$ cat src/rtl/symbol_depacketizer_pkg.sv
// ============================================================================
// symbol_depacketizer_pkg: shared state encodings and header/Barker constants.
// Rev 1.0
// ============================================================================
`default_nettype none

package symbol_depacketizer_pkg;

  typedef enum logic [2:0] {
    IDLE    = 3'd0,
    WAIT    = 3'd1,
    HEADER  = 3'd2,
    PAYLOAD = 3'd3,
    DONE    = 3'd4
  } state_t;

  localparam int unsigned HDR_BITS     = 16;
  localparam int unsigned BD_WAIT_BASE = 31;

  // Symbols still to discard after the Barker window has been observed.
  function automatic int unsigned bd_wait_count(input int unsigned window);
    return (window > BD_WAIT_BASE) ? 0 : (BD_WAIT_BASE - window);
  endfunction

endpackage

`default_nettype wire

$ cat src/rtl/symbol_depacketizer_if.sv
// ============================================================================
// symbol_depacketizer_if: AXI-Stream payload bus with master/slave modports.
// Rev 1.0
// ============================================================================
`default_nettype none

interface symbol_depacketizer_if #(
  parameter int BYTES = 1
);
  logic [BYTES*8-1:0] tdata;
  logic               tvalid;
  logic               tready;
  logic               tlast;
  logic               tuser;

  modport master (output tdata, output tvalid, output tlast, output tuser, input tready);
  modport slave  (input tdata, input tvalid, input tlast, input tuser, output tready);
endinterface

`default_nettype wire

$ cat src/rtl/symbol_depacketizer_sync_fifo.sv
// ============================================================================
// symbol_depacketizer_sync_fifo: show-ahead synchronous FIFO, occupancy-counted.
// Rev 1.0
// ============================================================================
`default_nettype none

module symbol_depacketizer_sync_fifo #(
  parameter int WIDTH = 10,
  parameter int DEPTH = 4
) (
  input  wire logic             clk,
  input  wire logic             rst,
  input  wire logic             wr_en,
  input  wire logic [WIDTH-1:0] wr_data,
  input  wire logic             rd_en,
  output logic      [WIDTH-1:0] rd_data,
  output logic                  full,
  output logic                  empty
);

  localparam int AW = $clog2(DEPTH);

  logic [WIDTH-1:0] mem [DEPTH];
  logic [AW-1:0]    wr_ptr;
  logic [AW-1:0]    rd_ptr;
  logic [AW:0]      count;
  logic             do_wr;
  logic             do_rd;

  assign full    = (count == (AW+1)'(DEPTH));
  assign empty   = (count == '0);
  // A full FIFO still accepts a write when a read frees a slot this cycle.
  assign do_wr   = wr_en & (~full | rd_en);
  assign do_rd   = rd_en & ~empty;
  assign rd_data = empty ? '0 : mem[rd_ptr];

  always_ff @(posedge clk) begin
    if (!rst) begin
      wr_ptr <= '0;
      rd_ptr <= '0;
      count  <= '0;
    end else begin
      if (do_wr) wr_ptr <= wr_ptr + 1'b1;
      if (do_rd) rd_ptr <= rd_ptr + 1'b1;
      case ({do_wr, do_rd})
        2'b10:   count <= count + 1'b1;
        2'b01:   count <= count - 1'b1;
        default: count <= count;
      endcase
    end
  end

  always_ff @(posedge clk) begin
    if (do_wr) mem[wr_ptr] <= wr_data;
  end

endmodule

`default_nettype wire

$ cat src/rtl/symbol_depacketizer.sv
// ============================================================================
// symbol_depacketizer: Barker wait, 16-bit header decode, BPSK/QPSK packing to AXIS.
// Optional macro DEPACK_SGN_CORR_EN enables Barker-sign correction.  Rev 1.0
// ============================================================================
`default_nettype none

module symbol_depacketizer
  import symbol_depacketizer_pkg::*;
#(
  parameter int BYTES            = 1,
  parameter int MAX_WINDOW_WIDTH = 8,
  parameter int LEN_WIDTH        = 8,
  parameter int FIFO_DEPTH       = 4
) (
  input  wire logic                        clk,
  input  wire logic                        rst,
  input  wire logic [MAX_WINDOW_WIDTH-1:0] RX_BD_WINDOW,
  input  wire logic                        SD_flag,
  input  wire logic                        PD_flag,
  input  wire logic                        BD_flag,
  input  wire logic                        BD_sgn,
  input  wire logic                        in_valid,
  input  wire logic [1:0]                  in_QPSK,
  symbol_depacketizer_if.master            data,
  output logic      [1:0]                  QPSK,
  output logic                             BPSK,
  output logic                             is_bpsk,
  output logic                             disassert_BD,
  output logic                             disassert_PD,
  output logic                             ovf
);

  localparam int W    = BYTES * 8;
  localparam int BCW  = $clog2(W) + 1;
  localparam int HCW  = $clog2(HDR_BITS);
  localparam int FW   = W + 2;

  state_t                      state;
  logic [MAX_WINDOW_WIDTH-1:0] wait_cnt;
  logic [HCW-1:0]              hdr_cnt;
  logic                        hdr_mod;
  logic [LEN_WIDTH-1:0]        len;
  logic [LEN_WIDTH-1:0]        word_cnt;
  logic [BCW-1:0]              bit_cnt;
  logic [W-1:0]                shreg;
  logic                        disassert;

  logic                        start;
  logic [MAX_WINDOW_WIDTH-1:0] wait_load;
  logic [1:0]                  sym_c;
  logic [BCW-1:0]              step;
  logic [W-1:0]                shreg_next;
  logic                        word_done;
  logic                        word_last;
  logic                        push;
  logic                        pop;
  logic                        fifo_full;
  logic                        fifo_empty;
  logic [FW-1:0]               fifo_rd;

  assign start     = BD_flag & PD_flag & SD_flag;
  assign wait_load = MAX_WINDOW_WIDTH'(bd_wait_count(32'(RX_BD_WINDOW)));

`ifdef DEPACK_SGN_CORR_EN
  logic inv;

  always_ff @(posedge clk) begin
    if (!rst) begin
      inv <= 1'b0;
    end else if (state == IDLE && start) begin
      inv <= BD_sgn;
    end
  end

  assign sym_c = in_QPSK ^ {2{inv}};
`else
  logic unused_bd_sgn;

  assign unused_bd_sgn = BD_sgn;
  assign sym_c         = in_QPSK;
`endif

  assign step       = is_bpsk ? BCW'(1) : BCW'(2);
  assign shreg_next = is_bpsk ? {shreg[W-2:0], sym_c[1]} : {shreg[W-3:0], sym_c};
  assign word_done  = ((bit_cnt + step) == BCW'(W));
  assign word_last  = (word_cnt == len);
  // Push lands at the edge closing the completing symbol so tvalid follows next cycle.
  assign push       = (state == PAYLOAD) & SD_flag & in_valid & word_done;
  assign pop        = data.tvalid & data.tready;

  always_ff @(posedge clk) begin
    if (!rst) begin
      state     <= IDLE;
      wait_cnt  <= '0;
      hdr_cnt   <= '0;
      hdr_mod   <= 1'b0;
      len       <= '0;
      word_cnt  <= '0;
      bit_cnt   <= '0;
      shreg     <= '0;
      is_bpsk   <= 1'b0;
      disassert <= 1'b0;
      QPSK      <= 2'b00;
      ovf       <= 1'b0;
    end else begin
      disassert <= 1'b0;
      ovf       <= push & fifo_full & ~pop;
      if (in_valid) QPSK <= sym_c;

      case (state)
        IDLE: begin
          if (start) begin
            wait_cnt <= wait_load;
            hdr_cnt  <= '0;
            state    <= (wait_load == '0) ? HEADER : WAIT;
          end
        end

        WAIT, HEADER, PAYLOAD: begin
          if (!SD_flag) begin
            disassert <= 1'b1;
            state     <= IDLE;
          end else if (in_valid) begin
            if (state == WAIT) begin
              wait_cnt <= wait_cnt - 1'b1;
              if (wait_cnt == MAX_WINDOW_WIDTH'(1)) state <= HEADER;
            end else if (state == HEADER) begin
              // Header is taken uncorrected; only the first bit and the low LEN_WIDTH bits matter.
              if (hdr_cnt == '0) hdr_mod <= in_QPSK[1];
              len     <= LEN_WIDTH'({len, in_QPSK[1]});
              hdr_cnt <= hdr_cnt + 1'b1;
              if (hdr_cnt == HCW'(HDR_BITS - 1)) begin
                is_bpsk  <= hdr_mod;
                word_cnt <= '0;
                bit_cnt  <= '0;
                shreg    <= '0;
                state    <= PAYLOAD;
              end
            end else begin
              shreg <= shreg_next;
              if (word_done) begin
                bit_cnt  <= '0;
                word_cnt <= word_cnt + 1'b1;
                if (word_last) begin
                  disassert <= 1'b1;
                  state     <= DONE;
                end
              end else begin
                bit_cnt <= bit_cnt + step;
              end
            end
          end
        end

        DONE:    state <= IDLE;
        default: state <= IDLE;
      endcase
    end
  end

  assign BPSK         = QPSK[1];
  assign disassert_BD = disassert;
  assign disassert_PD = disassert;

  symbol_depacketizer_sync_fifo #(
    .WIDTH (FW),
    .DEPTH (FIFO_DEPTH)
  ) u_sync_fifo (
    .clk     (clk),
    .rst     (rst),
    .wr_en   (push),
    .wr_data ({is_bpsk, word_last, shreg_next}),
    .rd_en   (pop),
    .rd_data (fifo_rd),
    .full    (fifo_full),
    .empty   (fifo_empty)
  );

  assign data.tdata  = fifo_rd[W-1:0];
  assign data.tlast  = fifo_rd[W];
  assign data.tuser  = fifo_rd[W+1];
  assign data.tvalid = ~fifo_empty;

endmodule

`default_nettype wire

$ cat src/flat_wrapper.sv
// flat-port wrapper written by rule: the top's interface ports become plain ports
module symbol_depacketizer_flat import symbol_depacketizer_pkg::*;
#(
  parameter int BYTES            = 1,
  parameter int MAX_WINDOW_WIDTH = 8,
  parameter int LEN_WIDTH        = 8,
  parameter int FIFO_DEPTH       = 4
)
  (clk, rst, RX_BD_WINDOW, SD_flag, PD_flag, BD_flag, BD_sgn, in_valid, in_QPSK, QPSK, BPSK, is_bpsk, disassert_BD, disassert_PD, ovf, data_tdata, data_tvalid, data_tlast, data_tuser, data_tready);
  symbol_depacketizer_if #(.BYTES(BYTES)) data_i ();
  input  wire logic clk;
  input  wire logic rst;
  input  wire logic [MAX_WINDOW_WIDTH-1:0] RX_BD_WINDOW;
  input  wire logic SD_flag;
  input  wire logic PD_flag;
  input  wire logic BD_flag;
  input  wire logic BD_sgn;
  input  wire logic in_valid;
  input  wire logic [1:0] in_QPSK;
  output logic      [1:0] QPSK;
  output logic BPSK;
  output logic is_bpsk;
  output logic disassert_BD;
  output logic disassert_PD;
  output logic ovf;
  output wire logic [$bits(data_i.tdata)-1:0] data_tdata;
  output wire logic [$bits(data_i.tvalid)-1:0] data_tvalid;
  output wire logic [$bits(data_i.tlast)-1:0] data_tlast;
  output wire logic [$bits(data_i.tuser)-1:0] data_tuser;
  input wire logic [$bits(data_i.tready)-1:0] data_tready;
  assign data_tdata = data_i.tdata;
  assign data_tvalid = data_i.tvalid;
  assign data_tlast = data_i.tlast;
  assign data_tuser = data_i.tuser;
  assign data_i.tready = data_tready;
  symbol_depacketizer #(.BYTES(BYTES), .MAX_WINDOW_WIDTH(MAX_WINDOW_WIDTH), .LEN_WIDTH(LEN_WIDTH), .FIFO_DEPTH(FIFO_DEPTH)) u_core (.clk(clk), .rst(rst), .RX_BD_WINDOW(RX_BD_WINDOW), .SD_flag(SD_flag), .PD_flag(PD_flag), .BD_flag(BD_flag), .BD_sgn(BD_sgn), .in_valid(in_valid), .in_QPSK(in_QPSK), .data(data_i), .QPSK(QPSK), .BPSK(BPSK), .is_bpsk(is_bpsk), .disassert_BD(disassert_BD), .disassert_PD(disassert_PD), .ovf(ovf));
endmodule
$ cat config.mk
export PLATFORM = sky130hd
export DESIGN_NAME = symbol_depacketizer_flat
export DESIGN_NICKNAME = d
export VERILOG_FILES = /design/src/rtl/symbol_depacketizer_pkg.sv /design/src/rtl/symbol_depacketizer_if.sv /design/src/rtl/symbol_depacketizer_sync_fifo.sv /design/src/rtl/symbol_depacketizer.sv /design/src/flat_wrapper.sv
export SDC_FILE = /design/constraint.sdc
export NUM_CORES = 1
export LEC_CHECK = 0
export CAP_MARGIN = 15
export CELL_PAD_IN_SITES_DETAIL_PLACEMENT = 1
export CELL_PAD_IN_SITES_GLOBAL_PLACEMENT = 1
export CORE_MARGIN = 4
export CORE_UTILIZATION = 31
export DETAILED_ROUTE_END_ITERATION = 10
export PLACE_DENSITY = 0.63
export SETUP_SLACK_MARGIN = 0.02
export SYNTH_ARGS = -nofsm -noshare
export SYNTH_HDL_FRONTEND = slang
export SYNTH_SLANG_ARGS = --single-unit
export TNS_END_PERCENT = 10
$ cat constraint.sdc
create_clock -name clk -period 5.06 [get_ports clk]
set_clock_uncertainty 0.15 [all_clocks]
set_input_delay 1.265 -clock clk [delete_from_list [all_inputs] [get_ports clk]]
set_output_delay 1.265 -clock clk [all_outputs]
set_load 0.02 [all_outputs]
==> results by group, run 1 <==
Floorplanning
  • Core area: 14700 sq um
  • Initial Utilization: 32.01%
  • Rows: 44
  • Die height: 131.2 um
  • Die area: 17210 sq um
  • Io pins: 36
  • Die X: 131.2 um

GRT
  • Global Route met3 Usage: 2.446%
  • First-pass GRT wire length: 18100 um
  • Met1 Resource Use GR: 16.33%
  • Most Crowded Layer GR: met2
  • Met2 Use GR: 21.95%
  • GRT Total Usage: 12.89%
  • Congestion Overflow GR: 0
  • Vias in the first global route: 3602
  • Antenna violations before repair: 0
  • Largest net degree at the start of global routing: 46

Layout
  • Sequential cell area: 2342 sq um
  • Number of diodes: 0
  • Layout cells sized above 1: 10.88%
  • Multi-input logic area: 2168 sq um
  • Final Util: 37.35%
  • Nets: 506
  • Fillers: 1646
  • Area grow syn2layout: 16.70%

Setup path
  • CP endpoint kind: primary output
  • Data required, critical path: 3.64 ns
  • WP data arrival: 2.42 ns
  • Reg2reg start: u_core.is_bpsk$_SDFFE_PN0P_
  • Crit path max fanout: 10
  • Setup Crit Path Kind: register to primary output
  • Worst setup SP type: register

Yosys
  • Seq/Total Area, Yosys: 49.79%
  • Dominant synthesized flop cell: dfxtp_1
  • Yosys top cell by area: edfxtp_1
  • Syn Inst Count: 446
  • Most common cell in the netlist: nor2_1
  • Ys Warns: 0
  • Synth top area share: 25.53%
  • Post-synthesis cell type count: 58
  • Number of flops mapped to enable cells by yosys: 40
  • Syn Nets: 479
  • Synth Register Bits: 97
  • Commonest cells post-synth: nor2_1 (62), dfxtp_1 (57), edfxtp_1 (40)
  • Area contributors post-synth: edfxtp_1 (26%), dfxtp_1 (24%), nor2_1 (4.9%)
  • Async S/R FF share, synth: 0%
  • Mapped Area: 4705 sq um
  • Mean post-synth cell area: 10.55 sq um

Route
  • Detailed Route WL: 10690 um
  • DRT Pass-1 Iters: 4
  • Via-per-instance ratio: 5.106
  • DRT iter0 DRCs: 115
  • DRC viols: 0
  • Antenna-violating nets left: 0
  • Total number of vias: 3380
  • Routed WL per cell: 16.15 um

Placement
  • GPL Wtd Cong: 0.7425
  • Placed wire-length estimate: 7536 um
  • Port bufs: 34

Status
  • Run status: completed

Pwr
  • Power Density: 327.5 nW/um^2
  • Tot Pwr: 1.798 mW
  • Max VDD drop: 0.0002071 V
  • P_leak: 1.842 nW

STA
  • Tmin final: 3.834 ns
  • Setup TNS: 0 ns
  • Relative slew slack: 51.52%
  • Slew Limit Fails: 0
  • Worst-Margin Slew: 0.7223 ns
  • Max Freq: 0.2608 GHz
  • # setup viols final: 0
  • Period utilisation layout: 75.77%
  • Hold Fails Final Rpt: 0
  • RSZ-0062 raised after global routing: false

Clocking
  • Clock root buffer: clkbuf_16
  • Clock Path Buffers: 2
  • Clk pin slew, worst setup/hold paths: 0.07 ns
  • Later-pin clock latency in the skew report: 0.35 ns
  • TritonCTS buffer count: 9
  • Post-CTS setup buffer count: 0
  • Post-CTS Hold Fix Bufs: 0
  • Clock sinks: 97
  • Max H-tree Level: 3
  • Post-CTS Resized: 0
  • CTS tree: yes

Min path
  • Hold/Removal Path Class: register to register
  • HP Start: u_core.shreg[6]$_SDFFE_PN0P_

Flow run
  • Max-Cap Viols: 0
[cells by family (layout without fill, tap and decap cells)]
| group | after synthesis | in the layout | synth area share (%) |
|---|---|---|---|
| AND/OR/NAND/NOR | 150 | 150 | 15.37 |
| flip-flops | 97 | 97 | 49.79 |
| AO/OA/AOI/OAI | 87 | 87 | 12.90 |
| buffers and inverters | 45 | 77 | 4.122 |
| multiplexers | 35 | 35 | 10.35 |
| XOR/XNOR | 17 | 17 | 3.165 |
| adder cells (fa/ha/maj) | 15 | 15 | 4.309 |
[cell usage in the layout (no fill, tap or decap), drive strengths merged, types with 3 or more instances in the layout]
cell type,n
or3,6
nor3,5
a21oi,24
and3,5
nand2,27
clkdlybuf4s50,34
nor4b,3
xor2,5
inv,22
buf,7
a211oi,6
o21ai,20
dfxtp,57
ha,13
a31oi,9
a21o,4
nand4,6
a21boi,3
and2,17
mux2,9
mux4,10
mux2i,16
nand3,9
clkbuf,10
nor2,62
a2111oi,4
edfxtp,40
xnor2,12
[worst paths after layout]
kind                                               to  slack, ns  cells past startpoint
min                      u_core.shreg[6]$_SDFFE_PN0P_       0.33                      2
max reg2reg  u_core.u_sync_fifo.count[2]$_SDFFE_PN0P_       1.23                     13
min reg2reg              u_core.shreg[6]$_SDFFE_PN0P_       0.33                      2
max                                     data_tdata[4]       1.23                      3
[area by class of cell]
| cell class | instances | share of cell area [%] |
|---|---|---|
| Timing Repair Buffer | 41 | 7.156 |
| Sequential cell | 97 | 42.66 |
| Multi-Input combinational cell | 304 | 39.49 |
| Clock buffer | 10 | 4.170 |
| Clock inverter | 6 | 0.9572 |
| Inverter | 20 | 1.367 |
| Tap cell | 184 | 4.193 |
[stage by stage]
step	instance area [sq um]	hold WS [ns]	worst slack, ns	cells
3_3_place_gp	5209	0.3086	1.002	646
6_report	5490	0.3339	1.226	662
2_1_floorplan	4705	0.2988	1.321	446
3_5_place_dp	5209	0.3255	0.8865	646
5_1_grt	5490	0.3741	0.8948	662
4_1_cts	5490	0.3428	1.140	662
[routing by layer]
| metal | share of wire (%) | vias to the layer above |
|---|---|---|
| li1 | - | 1650 |
| met1 | 48 | 1676 |
| met2 | 48 | 44 |
| met3 | 2.4 | 10 |
| met4 | 1.7 | 0 |
| met5 | 0 | - |
[worst max-delay path, cell delays in order, from the launching register on]
cell and delay, ns:
dfxtp_1 0.78, mux4_2 0.60, and2_1 0.17, clkdlybuf4s50_1 0.53
[registers in the layout, summed over array words and instances (netlist names), named ones only]
name and flops:
u_core.u_sync_fifo.rd_ptr 2, u_core.QPSK 2, u_core.state 3, u_core.wait_cnt 8, u_core.u_sync_fifo.mem 40, u_core.hdr_mod 1, u_core.word_cnt 8, u_core.u_sync_fifo.count 3
u_core.len 8, u_core.ovf 1, u_core.u_sync_fifo.wr_ptr 2, u_core.bit_cnt 4, u_core.disassert_BD 1, u_core.is_bpsk 1, u_core.hdr_cnt 4, u_core.shreg 7
[where the power goes]
group / internal [mW] / leakage [nW] / switching [mW]
Clock: 0.341 / 0.131 / 0.317
Sequential: 0.825 / 0.796 / 0.0348
Combinational: 0.114 / 0.915 / 0.166
Total: 1.28 / 1.84 / 0.518
Power figures use the tool's default switching activity.
==> run 2, diff against run 1 <==
==> constraint.sdc (replaced) <==
create_clock -name clk -period 3.8 [get_ports clk]
set_clock_uncertainty 0.15 [all_clocks]
set_input_delay 0.95 -clock clk [delete_from_list [all_inputs] [get_ports clk]]
set_output_delay 0.95 -clock clk [all_outputs]
set_load 0.02 [all_outputs]
==> run 2 against run 1 <==
- non-clock buffer count up 6
- via count about the same
- final cell count up 0.91%
- largest power group unchanged
- count of clock-buffer cells in the layout down 1
- critical path type is now register to register
- clock power up 34%
- setup slack worse by 0.88 ns
- final area up 0.89%
- highest routed layer unchanged
- core utilization up 0.33 points
- first-iteration DRC count up 82%
==> results by group, run 2 (synthesis gave the netlist of run 1 again) <==
STA
  • Tmin final: 3.449 ns
  • Hold Fails Final Rpt: 0 (unchanged)
  • RSZ-0062 raised after global routing: false (unchanged)
  • Worst hold slack: 0.3495 ns (was 0.3339 ns)
  • Setup WS post-layout: 0.3506 ns (was 1.226 ns)
  • Max Freq: 0.2899 GHz
  • Slew Limit Fails: 0 (unchanged)
  • Relative slew slack: 53.24% (was 51.52%)
  • Period utilisation layout: 90.77%
  • Worst-Margin Slew: 0.6967 ns (was 0.7223 ns)
  • # setup viols final: 0 (unchanged)
  • Setup TNS: 0 ns (unchanged)

Route
  • Antenna-violating nets left: 0 (unchanged)
  • Detailed Route WL: 10460 um (was 10690 um)
  • Via-per-instance ratio: 5.063 (was 5.106)
  • DRT iter0 DRCs: 209 (was 115)
  • DRT Pass-1 Iters: 4 (unchanged)
  • DRC viols: 0 (unchanged)
  • Total number of vias: 3382 (was 3380)
  • Routed WL per cell: 15.66 um (was 16.15 um)

Setup path
  • Setup Crit Path Kind: register to register (was register to primary output)
  • Crit path max fanout: 8 (was 10)
  • Data required, critical path: 3.92 ns (was 3.64 ns)
  • CP cell instances: ha_1, fa_1, xor2_1, or3_1, a2111oi_4, inv_1, ha_1, inv_1, fa_1, xor2_1, or3_1, a21oi_1 (was mux4_2, and2_1, clkdlybuf4s50_1)
  • CP endpoint kind: register (was primary output)
  • CP peak stage delay: 0.50 ns (was 0.78 ns)
  • WP data arrival: 3.57 ns (was 2.42 ns)
  • Number of buffers and inverters on the critical path: 2 (was 1)
  • CP max stage cell: or3_1 (was dfxtp_1)
  • Worst setup SP type: register (unchanged)
  • Top delay family on crit path: adder cells (was flip-flops)

Pwr
  • Clock group share of total power: 36.8% (was 36.6%)
  • Gate power share: 15.4% (was 15.6%)
  • Tot Pwr: 2.395 mW (was 1.798 mW)
  • Switching pwr: 0.6865 mW (was 0.5180 mW)
  • Flop pwr share: 47.8% (about the same)
  • Max VDD drop: 0.0002853 V (was 0.0002071 V)
  • Switching Fraction: 28.66% (was 28.81%)
  • Power Density: 432.4 nW/um^2 (was 327.5 nW/um^2)
  • P_leak: 1.882 nW (was 1.842 nW)
  • P_int: 1.709 mW (was 1.280 mW)

Placement
  • Place WS: 0.1903 ns (was 0.8865 ns)
  • Placed wire-length estimate: 7552 um (was 7536 um)
  • GPL Wtd Cong: 0.7524 (was 0.7425)
  • Placement Cell Area: 5254 sq um (was 5209 sq um)
  • Port bufs: 34 (unchanged)

Layout
  • Biggest register: u_core.u_sync_fifo.mem (unchanged)
  • Fin area: 5539 sq um (was 5490 sq um)
  • Number of diodes: 0 (unchanged)
  • Max FFs per register: 40 (unchanged)
  • Nets: 512 (was 506)
  • Highest-count cells in the layout ignoring fill and taps: nor2_1 (62), dfxtp_1 (57), edfxtp_1 (40) (unchanged)
  • Layout cells sized above 1: 11.98% (was 10.88%)
  • Most common cell after layout, fill and taps aside: nor2_1 (unchanged)
  • Area grow syn2layout: 17.74% (was 16.70%)

Flow run
  • Max-Cap Viols: 0 (unchanged)

Floorplanning
  • Initial Utilization: 32.01% (unchanged)
  • Die X: 131.2 um (unchanged)
  • Io pins: 36 (unchanged)
  • Rows: 44 (unchanged)
  • Die area: 17210 sq um (unchanged)
  • Die height: 131.2 um (unchanged)
  • Core area: 14700 sq um (unchanged)

GRT
  • First-pass GRT wire length: 17910 um (was 18100 um)
  • GRT Total Usage: 12.63% (was 12.89%)
  • Vias in the first global route: 3621 (was 3602)
  • Largest net degree at the start of global routing: 36 (was 46)
  • Congestion Overflow GR: 0 (unchanged)
  • Antenna violations before repair: 0 (unchanged)

Clocking
  • Clock sinks: 97 (unchanged)
  • Post-CTS Hold Fix Bufs: 0 (unchanged)
  • Later-pin clock latency in the skew report: 0.35 ns (about the same)
  • CTS tree: yes (unchanged)
  • Clock root buffer: clkbuf_16 (unchanged)
  • Post-CTS setup buffer count: 0 (unchanged)
  • Clock Path Buffers: 2 (unchanged)
  • Clk pin slew, worst setup/hold paths: 0.07 ns (about the same)
  • TritonCTS buffer count: 9 (unchanged)
  • Max H-tree Level: 3 (unchanged)
  • Post-CTS Resized: 0 (unchanged)

Min path
  • Hold/Removal Path Class: register to register (unchanged)

Status
  • Run status: completed (unchanged)
-- run 2: cell count changes in the layout (fill, tap and decap cells not counted) --
| cell | delta |
|---|---|
| inv_8 | +1 |
| buf_4 | +6 |
| clkbuf_1 | -1 |
| inv_6 | +2 |
| clkinv_1 | +1 |
| clkinv_4 | -2 |
| clkinvlp_4 | -1 |
-- run 2: metal layers --
metal / track usage, % / share of wire, % / up-vias
met5: 0 / 0 / -
met4: 4.492 / 1.4 / 0
met3: 2.485 / 3.1 / 9
met2: 21.23 / 48 / 46
met1: 16.29 / 48 / 1657
li1: - / - / 1670
-- run 2: final cells by class --
| type | count | area [sq um] |
|---|---|---|
| well taps | 184 | 230.2 |
| fillers | 1632 | 9160 |
| flip-flops and latches | 97 | 2342 |
| repair buffers | 47 | 437.9 |
| clock buffers | 9 | 225.2 |
| multi-input cells | 304 | 2168 |
| inverters | 20 | 75.07 |
| clock inverters | 7 | 60.06 |
-- run 2: worst paths after layout --
check / from / end / slack (ns) / cells after the start
setup / recovery: u_core.is_bpsk$_SDFFE_PN0P_ / u_core.u_sync_fifo.count[2]$_SDFFE_PN0P_ / 0.35 / 12
hold / removal: u_core.bit_cnt[0]$_SDFFE_PN0P_ / u_core.bit_cnt[0]$_SDFFE_PN0P_ / 0.35 / 2
setup reg to reg: u_core.is_bpsk$_SDFFE_PN0P_ / u_core.u_sync_fifo.count[2]$_SDFFE_PN0P_ / 0.35 / 12
hold reg to reg: u_core.bit_cnt[0]$_SDFFE_PN0P_ / u_core.bit_cnt[0]$_SDFFE_PN0P_ / 0.35 / 2
-- run 2: power groups by stage --
stage,sequential (mW),combinational (mW),clock [mW]
final,1.15,0.368,0.881
after CTS,1.15,0.376,0.907
after detailed placement,1.17,0.374,0
after floorplan,1.14,0.294,0
after global routing,1.15,0.415,0.947
after global placement,1.17,0.366,0
-- run 2: worst reg2reg max path, delay by kind of cell (launching register included) --
| family | cells | cell delay, ns |
|---|---|---|
| adder cells (fa/ha/maj) | 4 | 1.08 |
| flip-flops | 1 | 0.33 |
| AND/OR/NAND/NOR | 2 | 0.81 |
| XOR/XNOR | 2 | 0.27 |
| buffers and inverters | 2 | 0.17 |
| AO/OA/AOI/OAI | 2 | 0.57 |
-- run 2: metrics by stage --
step / util (%) / std cells
6_report: 37.68 / 668
3_3_place_gp: 35.74 / 652
2_1_floorplan: - / 446
5_1_grt: 37.68 / 668
4_1_cts: 37.68 / 668
3_5_place_dp: 35.74 / 652
